===== src/rtl/alu_seq_pipe_pkg.sv =====
// Shared types for the sequential ALU pipeline: opcode and control-state encodings.
package alu_seq_pipe_pkg;

  typedef enum logic [2:0] {
    OpAdd = 3'd0,
    OpSub = 3'd1,
    OpAnd = 3'd2,
    OpOr  = 3'd3,
    OpXor = 3'd4,
    OpShl = 3'd5,
    OpShr = 3'd6,
    OpMul = 3'd7
  } opcode_e;

  typedef enum logic [1:0] {
    StIdle   = 2'd0,
    StMulRun = 2'd1,
    StDone   = 2'd2
  } state_e;

endpackage


===== src/rtl/alu_seq_mul.sv =====
// Iterative unsigned shift-add multiplier: one multiplier bit per cycle, WIDTH cycles per product.
module alu_seq_mul #(
  parameter int unsigned WIDTH = 8
) (
  input  logic                 clk,
  input  logic                 rst,
  input  logic                 start_i,
  input  logic [WIDTH-1:0]     a_i,
  input  logic [WIDTH-1:0]     b_i,
  output logic                 last_o,
  output logic [2*WIDTH-1:0]   prod_o
);

  localparam int unsigned CW = $clog2(WIDTH);

  logic [WIDTH-1:0]   mcand_q, mcand_d;
  logic [2*WIDTH-1:0] prod_q, prod_d;
  logic [CW-1:0]      cnt_q, cnt_d;
  logic               busy_q, busy_d;
  logic [WIDTH:0]     sum;

  // Upper half accumulates, lower half holds the remaining multiplier bits.
  always_comb begin
    mcand_d = mcand_q;
    prod_d  = prod_q;
    cnt_d   = cnt_q;
    busy_d  = busy_q;
    sum     = '0;
    if (start_i) begin
      mcand_d = a_i;
      prod_d  = {{WIDTH{1'b0}}, b_i};
      cnt_d   = CW'(WIDTH - 1);
      busy_d  = 1'b1;
    end else if (busy_q) begin
      sum    = {1'b0, prod_q[2*WIDTH-1:WIDTH]} + (prod_q[0] ? {1'b0, mcand_q} : '0);
      prod_d = {sum, prod_q[WIDTH-1:1]};
      cnt_d  = cnt_q - CW'(1);
      busy_d = (cnt_q != '0);
    end
  end

  always_ff @(posedge clk) begin
    if (rst) begin
      mcand_q <= '0;
      prod_q  <= '0;
      cnt_q   <= '0;
      busy_q  <= 1'b0;
    end else begin
      mcand_q <= mcand_d;
      prod_q  <= prod_d;
      cnt_q   <= cnt_d;
      busy_q  <= busy_d;
    end
  end

  // Final step happens on this edge; prod_o already shows the finished product.
  assign last_o = busy_q && (cnt_q == '0);
  assign prod_o = prod_d;

endmodule


===== src/rtl/alu_seq_pipe.sv =====
// Sequential ALU with valid/ready handshakes, status flags and an iterative multiply.
// Define ALU_SEQ_SAT_EN to make ADD/SUB saturate on signed overflow instead of wrapping.
module alu_seq_pipe
  import alu_seq_pipe_pkg::*;
#(
  parameter int unsigned WIDTH = 8,
  parameter int unsigned SHW   = $clog2(WIDTH)
) (
  input  logic             clk,
  input  logic             rst,
  input  logic             in_valid,
  output logic             in_ready,
  input  logic [WIDTH-1:0] operand_a,
  input  logic [WIDTH-1:0] operand_b,
  input  opcode_e          opcode,
  output logic             out_valid,
  input  logic             out_ready,
  output logic [WIDTH-1:0] result,
  output logic [WIDTH-1:0] result_hi,
  output logic             flag_c,
  output logic             flag_z,
  output logic             flag_v
);

  state_e             state_q, state_d;
  logic [WIDTH-1:0]   result_q, result_d;
  logic [WIDTH-1:0]   hi_q, hi_d;
  logic               c_q, c_d, z_q, z_d, v_q, v_d;

  logic               accept;
  logic               mul_start, mul_last;
  logic [2*WIDTH-1:0] mul_prod;

  logic [WIDTH:0]     add_w, sub_w, shl_w, shr_w;
  logic [SHW-1:0]     amt;
  logic [WIDTH-1:0]   alu_res;
  logic               alu_c, alu_v;

  assign in_ready  = (state_q == StIdle) || ((state_q == StDone) && out_ready);
  assign accept    = in_valid && in_ready;
  assign mul_start = accept && (opcode == OpMul);

  alu_seq_mul #(
    .WIDTH(WIDTH)
  ) u_mul (
    .clk    (clk),
    .rst    (rst),
    .start_i(mul_start),
    .a_i    (operand_a),
    .b_i    (operand_b),
    .last_o (mul_last),
    .prod_o (mul_prod)
  );

  always_comb begin
    amt     = operand_b[SHW-1:0];
    add_w   = {1'b0, operand_a} + {1'b0, operand_b};
    sub_w   = {1'b0, operand_a} - {1'b0, operand_b};
    shl_w   = {1'b0, operand_a} << amt;
    shr_w   = {operand_a, 1'b0} >> amt;
    alu_res = '0;
    alu_c   = 1'b0;
    alu_v   = 1'b0;
    case (opcode)
      OpAdd: begin
        alu_res = add_w[WIDTH-1:0];
        alu_c   = add_w[WIDTH];
        alu_v   = (operand_a[WIDTH-1] == operand_b[WIDTH-1]) &&
                  (add_w[WIDTH-1] != operand_a[WIDTH-1]);
      end
      OpSub: begin
        alu_res = sub_w[WIDTH-1:0];
        alu_c   = sub_w[WIDTH];
        alu_v   = (operand_a[WIDTH-1] != operand_b[WIDTH-1]) &&
                  (sub_w[WIDTH-1] != operand_a[WIDTH-1]);
      end
      OpAnd: alu_res = operand_a & operand_b;
      OpOr:  alu_res = operand_a | operand_b;
      OpXor: alu_res = operand_a ^ operand_b;
      OpShl: begin
        alu_res = shl_w[WIDTH-1:0];
        alu_c   = shl_w[WIDTH];
      end
      OpShr: begin
        alu_res = shr_w[WIDTH:1];
        alu_c   = shr_w[0];
      end
      default: alu_res = '0;
    endcase
`ifdef ALU_SEQ_SAT_EN
    // On overflow the true result lies beyond the limit on operand_a's side.
    if (alu_v) begin
      alu_res = operand_a[WIDTH-1] ? {1'b1, {(WIDTH-1){1'b0}}} : {1'b0, {(WIDTH-1){1'b1}}};
    end
`endif
  end

  always_comb begin
    state_d  = state_q;
    result_d = result_q;
    hi_d     = hi_q;
    c_d      = c_q;
    z_d      = z_q;
    v_d      = v_q;
    if (accept) begin
      if (opcode == OpMul) begin
        state_d = StMulRun;
      end else begin
        state_d  = StDone;
        result_d = alu_res;
        hi_d     = '0;
        c_d      = alu_c;
        z_d      = (alu_res == '0);
        v_d      = alu_v;
      end
    end else begin
      case (state_q)
        StMulRun: begin
          if (mul_last) begin
            state_d  = StDone;
            result_d = mul_prod[WIDTH-1:0];
            hi_d     = mul_prod[2*WIDTH-1:WIDTH];
            c_d      = 1'b0;
            z_d      = (mul_prod == '0);
            v_d      = 1'b0;
          end
        end
        StDone: begin
          if (out_ready) state_d = StIdle;
        end
        StIdle:  state_d = StIdle;
        default: state_d = StIdle;
      endcase
    end
  end

  always_ff @(posedge clk) begin
    if (rst) begin
      state_q  <= StIdle;
      result_q <= '0;
      hi_q     <= '0;
      c_q      <= 1'b0;
      z_q      <= 1'b0;
      v_q      <= 1'b0;
    end else begin
      state_q  <= state_d;
      result_q <= result_d;
      hi_q     <= hi_d;
      c_q      <= c_d;
      z_q      <= z_d;
      v_q      <= v_d;
    end
  end

  assign out_valid = (state_q == StDone);
  assign result    = result_q;
  assign result_hi = hi_q;
  assign flag_c    = c_q;
  assign flag_z    = z_q;
  assign flag_v    = v_q;

endmodule

===== config.mk =====
export PLATFORM = sky130hd
export DESIGN_NAME = alu_seq_pipe
export DESIGN_NICKNAME = d
export VERILOG_FILES = /design/src/rtl/alu_seq_pipe_pkg.sv /design/src/rtl/alu_seq_mul.sv /design/src/rtl/alu_seq_pipe.sv
export SDC_FILE = /design/constraint.sdc
export NUM_CORES = 1
export LEC_CHECK = 0
export CELL_PAD_IN_SITES_DETAIL_PLACEMENT = 0
export CELL_PAD_IN_SITES_GLOBAL_PLACEMENT = 1
export CORE_MARGIN = 10
export CORE_UTILIZATION = 47
export DETAILED_ROUTE_END_ITERATION = 6
export GPL_TIMING_DRIVEN = 0
export PLACE_DENSITY = 0.95
export REMOVE_ABC_BUFFERS = 1
export SLEW_MARGIN = 15
export SYNTH_ARGS = -nofsm -noshare
export SYNTH_HDL_FRONTEND = slang
export SYNTH_SLANG_ARGS = --single-unit

===== constraint.sdc =====
create_clock -name clk -period 5.9 [get_ports clk]
set_input_delay 1.18 -clock clk [delete_from_list [all_inputs] [get_ports clk]]
set_output_delay 1.18 -clock clk [all_outputs]
set_load 0.005 [all_outputs]

# Word level (Yosys, flattened, before mapping)
# Cells that the tools add are included.
[totals] ff_bits=49 in_bits=23 elab_cells=86
[op_classes] addsub=4 eq_ne=16 n_shift=2 mux=33 bitwise_logic=3 n_reduce_logical=18
[op_table] operator="2-to-1 mux 8 bit" count=9
[op_table] operator="one-hot mux 8 bit (7 select lines)" count=1
[op_table] operator="2-to-1 mux 16 bit" count=2
[op_table] operator="logical NOT 16 bit" count=1
[op_table] operator="== test 3 bit (second input constant)" count=4
[op_table] operator="2-to-1 mux 1 bit" count=12
[op_table] operator="adder 8 x 8 -> 9 bit" count=1
[op_table] operator="adder 8 x 9 -> 9 bit" count=1
[op_table] operator="<< shifter 8 x 3 -> 9 bit" count=1
[op_table] operator=">> shifter 9 x 3 -> 9 bit" count=1
[op_table] operator="subtractor 8 x 8 -> 9 bit" count=1
[op_table] operator="bitwise AND 8 bit" count=1
[op_table] operator="logical NOT 8 bit" count=1
[op_table] operator="2-to-1 mux 2 bit" count=4
[op_table] operator="bitwise OR 8 bit" count=1
[op_table] operator="XOR 8 bit" count=1
[op_table] operator="== test 3 x 2 -> 1 bit (second input constant)" count=2
[op_table] operator="logical AND 1 bit" count=6
[op_table] operator="logical NOT 3 bit" count=2
[op_table] operator="2-to-1 mux 3 bit" count=2
[op_table] operator="nonzero test 2 bit" count=3
[op_table] operator="one-hot mux 1 bit (4 select lines)" count=1
[op_table] operator="one-hot mux 2 bit (2 select lines)" count=1
[op_table] operator="== test 3 x 1 -> 1 bit (second input constant)" count=1
[op_table] operator="other kinds (14)" count=16

# Depth between registers and ports, before layout
[depth] depth_word=10 ltp_mapped=12 ltp_nobuf=12

# By module
# Synthesis repeated with hierarchy kept, for this count alone.
[hier_totals] cells_unflattened=565 area_unflattened_um2=4377.9
[by_module_without_submodules] mod="alu_seq_pipe" n_inst=1 cells_per_inst=365 area_each_um2=2700.1 seq_area_each_um2=420.4
[by_module_without_submodules] mod="alu_seq_mul" n_inst=1 cells_per_inst=200 area_each_um2=1677.9 seq_area_each_um2=560.5

# Least setup slack after synthesis
# Ideal clock, no wire load.
[synth_path] path_type="input to register" from="input operand_a[0]" to="register z_q, in the netlist flag_z" setup_time_ns=0.120 arrival_ns=3.077 setup_slack_ns=2.704 stages=11 cell_sequence="inv_1 ha_1 fa_1 nor3_2 o31ai_1 a21oi_1 o31a_1 xor2_1 o311ai_1 nor4_1 a211o_1"
[synth_between] elab_chain_cells=5 elab_cells_between_ends=11 classes_between="add/sub: 2; shift: 2; mux: 3; bitwise: 3; reduce/logical: 1"
[synth_lines] item="from (decl)" line_no="alu_seq_pipe.sv:13" source="input logic [WIDTH-1:0] operand_a,"
[synth_lines] item="subtractor 8 x 8 -> 9 bit (tied with other cells)" line_no="alu_seq_pipe.sv:58" source="sub_w = {1'b0, operand_a} - {1'b0, operand_b};"
[synth_lines] item="one-hot mux 8 bit (7 select lines) (*)" line_no="alu_seq_pipe.sv:64" source="case (opcode)"
[synth_lines] item="logical NOT 8 bit (*)" line_no="alu_seq_pipe.sv:113" source="z_d = (alu_res == '0);"
[synth_lines] item="2-to-1 mux 1 bit (*)" line_no="alu_seq_pipe.sv:106" source="if (opcode == OpMul) begin"
[synth_lines] item="2-to-1 mux 1 bit (*)" line_no="alu_seq_pipe.sv:105" source="if (accept) begin"
[synth_lines] item="to (signal assigned)" line_no="alu_seq_pipe.sv:150" source="z_q <= z_d;"
[synth_lines] item="to (decl)" line_no="alu_seq_pipe.sv:28" source="logic c_q, c_d, z_q, z_d, v_q, v_d;"
# Every way passes the cells marked *; elsewhere a longest branch is shown, timed or not. The select of a mux whose other input is x is not followed.
# A chain may end at the register's enable or synchronous reset.

# Final worst setup path
[layout_path] from="input operand_b[1]" to="register z_q, in the netlist flag_z"
[layout_between] elab_chain_cells=5 elab_cells_between_ends=15 classes_between="add/sub: 2; shift: 2; mux: 6; bitwise: 3; reduce/logical: 2"
[layout_lines] item="from (decl)" line_no="alu_seq_pipe.sv:14" source="input logic [WIDTH-1:0] operand_b,"
[layout_lines] item="subtractor 8 x 8 -> 9 bit (tied with other cells)" line_no="alu_seq_pipe.sv:58"
[layout_lines] item="one-hot mux 8 bit (7 select lines) / logical NOT 16 bit (equally long branches)" line_no="alu_seq_pipe.sv:64, alu_seq_pipe.sv:124"
[layout_lines] item="logical NOT 8 bit / 2-to-1 mux 1 bit (equally long branches)" line_no="alu_seq_pipe.sv:113, alu_seq_pipe.sv:119"
[layout_lines] item="2-to-1 mux 1 bit (on tied branches)" line_no="alu_seq_pipe.sv:106, alu_seq_pipe.sv:117"
[layout_lines] item="2-to-1 mux 1 bit (*)" line_no="alu_seq_pipe.sv:105"
# Marks and branches as above.

==> metrics.csv <==
stage,metric,value,unit
status,status,completed,
route,wire_per_inst,18.2,um
sta,fmax,0.215,GHz
setup_path,timing.rr.start,u_mul.busy_q$_SDFF_PP0_,
floorplan,dieArea,13100,um2
floorplan,fp.dieW,114,um
synthesis,ys_seq_area_frac,0.235,
grt,grt_usage,0.174,
min_path,hold_class,flip-flop to flip-flop,
sta,finalClockSkew,0.00702,ns
setup_path,critPathMaxFanout,25,
floorplan,initial_core_util,0.481,
final_layout,multi_input_area,2850,um2
setup_path,worstSetupEndpointType,flip-flop,
min_path,hp-start,u_mul.mcand_q[0]$_SDFFE_PP0P_,
power_and_ir_drop,power.density,168,nW/um2
synthesis,synth_top_family_by_area,simple AND/OR/NAND/NOR gates,
setup_path,reg2reg_slack,2.33,ns
route,dr.pass1.iters,6,
synthesis,synth_edf_count,0,
synthesis,syn_avg_cell_area,8.00,um2
floorplan,core-area,8680,um2
setup_path,critPathRequiredTime,6.14,ns
setup_path,reg2regPathDepth,8,
clock_tree,cts_max_path_buffers,2,
clock_tree,clk_pin_slew,0.08,ns
sta,period_share,0.788,
grt,grt_max_degree,42,
final_layout,mostFrequentLayoutCells,"nand2_1 (58), dfxtp_1 (49), nor2_1 (44), clkdlybuf4s50_1 (42), a21oi_1 (37)",
grt,first_global_vias,3661,
route,vias,3844,
sta,setup-violations-final,0,
final_layout,drive_gt1_frac,0.0649,
clock_tree,cts_resized,0,
synthesis,synth_fa_ha_area_frac,0.119,
clock_tree,worstSkewPairLatency,0.30,ns
sta,hold_ws,0.455,ns
power_and_ir_drop,power_leakage,1.88,nW
final_layout,n_antenna_cell,0,
sta,layout_min_cycle_time,4.65,ns
min_path,hold_end,u_mul.mcand_q[0]$_SDFFE_PP0P_,
synthesis,synthFlopType,dfxtp_1,
route,wirelength,11800,um
floorplan,num_rows,34,
setup_path,critPathLaunchType,input port,
clock_tree,cts.sinks,49,
min_path,worstHoldPathCells,2,
route,drtIter0Drc,326,
clock_tree,cts_setup_buffers,0,
route,avgViaCountPerCell,5.94,
place,place.gp.congestion,0.942,
clock_tree,cts_made_buffers,5,
setup_path,path_class,input port to flip-flop,
clock_tree,cts_tree,yes,
final_layout,final_common_cell,nand2_1,
synthesis,synthCells,522,
sta,final_hold_viol_count,0,
clock_tree,h-tree-depth,2,
synthesis,synth-compound-area-share,0.218,
grt,grt_overflow,0,
synthesis,syn-cell-area,4170,um2
route,drc,0,
sta,rsz0062_at_grt,no,
final_layout,seqCellArea,981,um2
synthesis,ys_async_sr_fraction,0,
synthesis,synthSimpleGateAreaFrac,0.218,
sta,max-slew-margin-rel,0.241,
place,dp_hpwl,8830,um
place,io_buffers,43,
synthesis,ys_ff_latch,49,
final_layout,area_delta_synth_final,11.2,%
run,drv_cap,0,
floorplan,die_h,114,um
grt,antenna_found_initial,0,
grt,grt_pass1_wl,18800,um
sta,worst_slew_pin_slew,1.14,ns
sta,setup_tns,0,ns
final_layout,fill_cells,833,
clock_tree,cts_root_buf,clkbuf_8,
setup_path,r2r_end,flag_z$_SDFFE_PP0P_,
final_layout,finalNetCount,600,
synthesis,yosys.area_share.xor_xnor,0.0315,
synthesis,synth.area.mux_share,0.0959,
power_and_ir_drop,vdd.ir_drop.worst,0.167,mV
floorplan,io_pins,44,
synthesis,synth.distinct_cells,70,
setup_path,crit_arrival,4.89,ns
sta,slew_violations,0,
synthesis,yosys_warnings,0,
route,ant_nets,0,
clock_tree,ctsHoldBuffers,0,
[worst max-delay path, stage by stage]
cell             delay (ns)
clkdlybuf4s50_1        1.12
inv_2                  0.30
ha_1                   0.40
o21ba_2                0.23
nor4_2                 0.28
nor3_1                 0.11
xnor2_1                0.22
o221ai_1               0.15
a31o_2                 0.26
nor4_1                 0.46
a211o_1                0.16
[how the worst max path moves through the flow]
stage	to	from	cells after the start
2_1_floorplan	flag_z$_SDFFE_PP0P_	operand_a[0]	11
3_3_place_gp	flag_z$_SDFFE_PP0P_	operand_b[0]	11
3_5_place_dp	flag_z$_SDFFE_PP0P_	operand_b[1]	11
4_1_cts	flag_z$_SDFFE_PP0P_	operand_b[1]	11
5_1_grt	flag_z$_SDFFE_PP0P_	operand_b[1]	11
6_report	flag_z$_SDFFE_PP0P_	operand_b[1]	11
[registers in the layout, indices dropped and copies added (netlist names)]
name and cells:
flag_c 1, u_mul.mcand_q 8, result_hi 8, u_mul.prod_q 16, u_mul.busy_q 1, result 8
state_q 2, flag_v 1, u_mul.cnt_q 3, flag_z 1
[synthesized netlist by cell type (all sizes together), types with 3 or more instances]
master | n | area [um2]
a211oi | 6 | 45.0
a21oi | 37 | 185
a222oi | 5 | 50.1
a22oi | 9 | 67.6
a31oi | 9 | 56.3
a32oi | 3 | 26.3
and2 | 8 | 50.1
and3 | 4 | 35.0
buf | 20 | 149
clkbuf | 14 | 52.6
dfxtp | 49 | 981
fa | 3 | 60.1
ha | 35 | 438
inv | 38 | 143
mux2 | 8 | 90.1
mux2i | 24 | 265
nand2 | 58 | 218
nand2b | 3 | 18.8
nand3 | 10 | 50.1
nand3b | 5 | 37.5
nor2 | 45 | 169
nor2b | 15 | 93.8
nor3 | 11 | 60.1
nor3b | 6 | 61.3
nor4 | 6 | 43.8
o211ai | 6 | 45.0
o21ai | 21 | 105
o21bai | 5 | 37.5
o221ai | 3 | 26.3
o22ai | 4 | 25.0
o31ai | 4 | 40.0
xnor2 | 8 | 70.1
xor2 | 7 | 61.3
[logic make-up after synthesis]
family,after synthesis
DFF,49
adders and majority gates,38
xor gates and xnor gates,15
AOI/OAI and AO/OA,133
buffers and inverters,72
muxes,34
and+or+nand+nor,181
[cell type report]
type                       instances  share of cell area
multi-input combinational        401               0.614
clock buffer                       7              0.0186
sequential                        49               0.211
tap                              108              0.0291
inverter                          38              0.0307
timing repair buffer              44              0.0960
[routing by layer]
metal	track usage	vias up	part of all wire	wire length (um)
li1	-	1894	-	-
met1	0.230	1837	0.46	5400
met2	0.292	101	0.48	5610
met3	0.0257	12	0.051	595
met4	0.0351	0	0.012	141
met5	0	-	0	0
[per-stage QoR]
| step | area [um2] | instances | worst slack, ns | utilization | total power, mW |
|---|---|---|---|---|---|
| 2_1_floorplan | 3970 | 488 | 2.70 | - | 0.492 |
| 3_3_place_gp | 4540 | 639 | 1.03 | 0.523 | 0.583 |
| 3_5_place_dp | 4560 | 640 | 1.02 | 0.525 | 0.587 |
| 4_1_cts | 4640 | 647 | 1.31 | 0.535 | 0.783 |
| 5_1_grt | 4640 | 647 | 1.06 | 0.535 | 0.821 |
| 6_report | 4640 | 647 | 1.25 | 0.535 | 0.778 |
[report_power, final]
part           internal [mW]  leakage (nW)  switching, mW
sequential             0.341         0.397        0.00814
clock                 0.0932        0.0443          0.104
combinational         0.0994          1.43          0.133
total                  0.533          1.88          0.245
Power figures use the tool's default switching activity.
==> RTL change 1, RTL diff (same flow settings) <==
Encoding of `state_e`: now one-hot (3 bits for 3 states).
--- a/src/rtl/alu_seq_pipe_pkg.sv
+++ b/src/rtl/alu_seq_pipe_pkg.sv
@@ -12,10 +12,10 @@
     OpMul = 3'd7
   } opcode_e;
 
-  typedef enum logic [1:0] {
-    StIdle   = 2'd0,
-    StMulRun = 2'd1,
-    StDone   = 2'd2
+  typedef enum logic [2:0] {
+    StIdle   = 3'b001,
+    StMulRun = 3'b010,
+    StDone   = 3'b100
   } state_e;
 
 endpackage
Function: same outputs for any inputs over 4 cycles, from zero or initial values and one cycle with rst high; so few cycles prove little.
==> RTL change 1 against the unedited design <==
Routed wire length rose by 0.95%. Core utilization rose by 1.1 points. Critical path type unchanged. Clock power fell by 4%. Via count rose by 4.7%. Setup slack got worse by 0.20 ns. Sequential cell count rose by 1. Synthesized cell count rose by 1.3%. Synthesized area rose by 1.8%. Total power rose by 1.8%. Non-clock buffer count did not move. Design area rose by 3.1%. Count of clock-buffer cells in the layout fell by 2. Sequential power rose by 3%. Register-to-register slack improved by 0.11 ns.
==> RTL change 1: results (changes against the unedited design) <==
Routing
  • Routed length on met2: 5705 um (+1.6%)
  • Via count: 4026 (+4.7%)
  • Violation count after the first detailed-route iteration: 290 (-11%)
  • Drt total wl: 11860 um (+0.95%)
  • Metal-1 WL: 5441 um (+0.74%)
  • First-pass DRT Iterations: 5 (-1)
  • Met3 wire length: 511 um (-14%)

Power and ir drop
  • Pwr Total: 0.0007919 W (+1.8%)
  • Leak pwr: 1.853 nW (-1.2%)
  • Sequential share of power: 45.2% (+0.4 points)
  • Worst IR Drop VDD: 0.1218 mV (-27%)

GRT
  • Met2 track demand over resource: 29.13% (about the same)
  • GR Util met3: 2.135% (-0.43 points)
  • First-pass GRT wire length: 19350 um (+2.8%)
  • Vias in the first global route: 3931 (+7.4%)
  • Pin count of the biggest net entering global routing: 35 (-17%)
  • Met1 Use GR: 23.40% (+0.41 points)

Final layout
  • Fin cells: 655 (+1.2%)
  • Net count, final: 608 (+1.3%)
  • Multi-input logic area: 2990 um^2 (+4.9%)
  • Filler cell count: 824 (-1.1%)
  • Seq/total area: 20.92% (-0.22 points)
  • Clkbuf count: 5 (-2)
  • Share of layout cells above drive strength 1: 6.764% (+0.27 points)
  • NonClk Buf Share: 9.307% (-0.29 points)
  • Non-clk invs: 36 (-5.3%)
  • Clock-cell share: 1.647% (-0.21 points)
  • Comb_multi_in: 410 (+2.2%)

Placement
  • Placed Instances: 648 (+1.3%)
  • Hpwl dp: 8947 um (+1.3%)

Synth
  • Adder-Cell Fraction of Synth Area: 11.72% (-0.21 points)
  • Sequential area share after synthesis: 23.56% (+0.063 points)
  • Number of distinct library cells after synthesis: 69 (-1.4%)
  • Xor-xnor portion of the synthesized cell area: 1.649% (-1.5 points)
  • Compound-Gate Fraction of Synth Area: 26.19% (+4.4 points)
  • Top cells by count, synth: nor2_1 (52), dfxtp_1 (50), a21oi_1 (39)
  • Mux contribution to synthesized area: 9.985% (+0.39 points)
  • Synth Area per Inst: 8.030 um^2 (+0.42%)

STA
  • Fin Clk Skew: 0.006576 ns (-0.0004451 ns)
  • Slew at the pin closest to its max-slew limit: 1.167 ns (+0.03026 ns)

Clock tree
  • Post CTS Setup Buffer Count: 0 (unchanged)

Run status
  • Outcome: completed

Worst setup path
  • CP arrival: 5.06 ns (+0.17 ns)
[RTL change 1: final timing paths]
| check | from | end | slack [ns] | cells after the start |
|---|---|---|---|---|
| min reg2reg | u_mul.mcand_q[2] | u_mul.mcand_q[2] | 0.45 | 2 |
| max | opcode[0] | flag_z | 1.05 | 8 |
| max reg2reg | u_mul.busy_q | result_hi[3] | 2.44 | 4 |
| min | u_mul.mcand_q[2] | u_mul.mcand_q[2] | 0.45 | 2 |
[RTL change 1: stage by stage]
step                cell area (um^2)  utilization [%]  hold slack [ns]  setup slack [ns]
global placement                4674            53.34           0.4429            0.7385
global route                    4786            54.61           0.4788            0.7473
floorplan                       4109                -           0.4257             2.544
detailed placement              4707            53.71           0.4434            0.8010
CTS                             4786            54.61           0.4549             1.110
finish                          4786            54.61           0.4531             1.055
[RTL change 1: worst max-delay path: cells and delay by family]
kind	cells	cell delay, ns
AOI/OAI and AO/OA	3	1.41
buffers and inverters	1	1.13
and+or+nand+nor	3	1.06
muxes	1	0.26
==> RTL change 2, RTL diff (same settings) <==
Made on the original files. The option `ALU_SEQ_SAT_EN` is turned on by a define.
--- a/src/rtl/alu_seq_pipe.sv
+++ b/src/rtl/alu_seq_pipe.sv
@@ -1,5 +1,7 @@
 // Sequential ALU with valid/ready handshakes, status flags and an iterative multiply.
 // Define ALU_SEQ_SAT_EN to make ADD/SUB saturate on signed overflow instead of wrapping.
+`define ALU_SEQ_SAT_EN
+
 module alu_seq_pipe
   import alu_seq_pipe_pkg::*;
 #(
Formal check against the unedited RTL: not equivalent (Yosys sat finds a counterexample within 4 cycles, from zero or initial values and one cycle with rst high).
==> RTL change 2 against the unedited design <==
Design area up 7.9%. Sequential power about the same. Sequential cell count is the same. Total power increased by 10%. Non-clock buffer count stayed put. Synthesized area is 7.6% higher. Via count rose by 19%. Routed wire length grew 14%. Setup slack lost 0.36 ns. Worst hold slack lost 0.0013 ns. Synthesized cell count is 13% higher. Maximum frequency fell by 7.2%. Critical path depth stayed put. Largest cell class unchanged. Largest power group unchanged.
==> RTL change 2: results (changes against the unedited design) <==
Run status
  • Outcome: completed

STA
  • Fin Hold WS: 0.4538 ns (-0.001266 ns)
  • Fin crit share: 84.91% (+6.2 points)
  • Fin Clk Skew: 0.005708 ns (-0.001313 ns)
  • Slew at the pin closest to its max-slew limit: 1.128 ns (-0.008902 ns)

Final layout
  • Share of layout cells above drive strength 1: 5.648% (-0.85 points)
  • Net count, final: 662 (+10%)
  • Fin cells: 731 (+13%)

Routing
  • DR vias/cell: 6.246 (+5.1%)
  • DR WL/cell: 18.30 um (+0.74%)
  • Violation count after the first detailed-route iteration: 435 (+33%)
  • First-pass DRT Iterations: 5 (-1)

Hold path
  • Hold_sp: u_mul.mcand_q[2]

GRT
  • First-pass GRT wire length: 21880 um (+16%)
  • Global-route usage over all layers: 18.38% (+1.0 points)
  • Pin count of the biggest net entering global routing: 37 (-12%)
  • GR Util met3: 3.022% (+0.45 points)
  • Met2 track demand over resource: 28.67% (-0.49 points)
  • Met1 Use GR: 25.23% (+2.2 points)
  • Vias in the first global route: 4269 (+17%)

Placement
  • Hpwl dp: 10050 um (+14%)
  • Setup WS pre-CTS: 0.5755 ns (-0.4402 ns)
  • Dpl cell area: 4891 um^2 (+7.4%)
  • Placed Instances: 723 (+13%)
  • Routability cong.: 0.9660 (+2.5%)

Worst setup path
  • Worst reg2reg setup slack: 2.89 ns (+0.56 ns)
  • CP arrival: 5.25 ns (+0.36 ns)
  • Worst-path fanout max: 30 (+20%)

Synth
  • Sequential area share after synthesis: 21.85% (-1.7 points)
  • Post-synth EDFFs: 0 (unchanged)
  • Synth warn: 0 (unchanged)
  • Synth Area per Inst: 7.596 um^2 (-5.0%)
  • Top post-synthesis cells by area: dfxtp_1 (22%), ha_1 (9.8%), nor2_1 (5.7%), a21oi_1 (4.7%), mux2i_1 (4.0%)
  • Top cells by count, synth: nor2_1 (68), dfxtp_1 (49), nand2_1 (45)
  • Number of distinct library cells after synthesis: 78 (+11%)

Power and ir drop
  • Leak pwr: 1.917 nW (+2.2%)
  • Worst IR Drop VDD: 0.1095 mV (-34%)
[RTL change 2: changes by cell type in the layout (fill, tap and decap cells not counted), sizes merged, moves of 7 or more]
cell    unedited run  this run
nor3              11        19
a211oi             6        13
nor2              45        68
a21oi             37        44
nand2             58        45
o21ai             21        28
nand2b             3        12
[RTL change 2: routing by layer]
layer	up-vias	part of all wire, %	wire length [um]
li1	2163	-	-
met1	2177	45	5977
met5	-	0	0
met2	205	46	6119
met4	0	1.7	232
met3	21	7.8	1047
[RTL change 2: layout make-up]
cell class,instances,area [um^2]
clock buffers,7,86.33
clock inverters,1,30.03
fillers,931,4275
inverters,38,142.6
multi-input cells,463,3166
flip-flops and latches,49,982.2
well taps,129,161.4
repair buffers,44,440.4
[RTL change 2: cells by family after synthesis]
kind of cell | count (synthesis) | share of synthesized area [%]
xor+xnor | 8 | 1.561
compound gates | 172 | 26.62
simple gates | 218 | 24.22
flops | 49 | 21.85
buf+inv | 79 | 7.804
fa+ha+maj | 38 | 11.09
mux | 27 | 6.856
[RTL change 2: final timing paths]
check,end,cells after the start
worst max-delay path,flag_z,11
worst min-delay path,u_mul.mcand_q[2],2
worst max register to register,flag_z,8
worst min register to register,u_mul.mcand_q[2],2
[RTL change 2: where the power goes]
group	internal [W]	leakage [nW]	switching [W]
registers	0.000341	0.397	0.00000878
logic	0.000104	1.46	0.000151
clock network	0.000138	0.0585	0.000114
[RTL change 2: worst max-delay path: stages]
cell and delay, ns:
clkdlybuf4s50_1 1.22, inv_1 0.38, ha_1 0.43, a211oi_1 0.35
nor2_1 0.16, mux2i_1 0.18, a31oi_1 0.11, a2111oi_1 0.55
nand4b_1 0.15, or4_1 0.41, o21ai_1 0.12
[RTL change 2: through the flow]
step | power [W] | util, %
after detailed placement | 0.0006069 | 52.68
after floorplan | 0.0005060 | -
final | 0.0008573 | 53.95
after global routing | 0.0008992 | 53.95
after CTS | 0.0008562 | 53.94
after global placement | 0.0006010 | 52.49
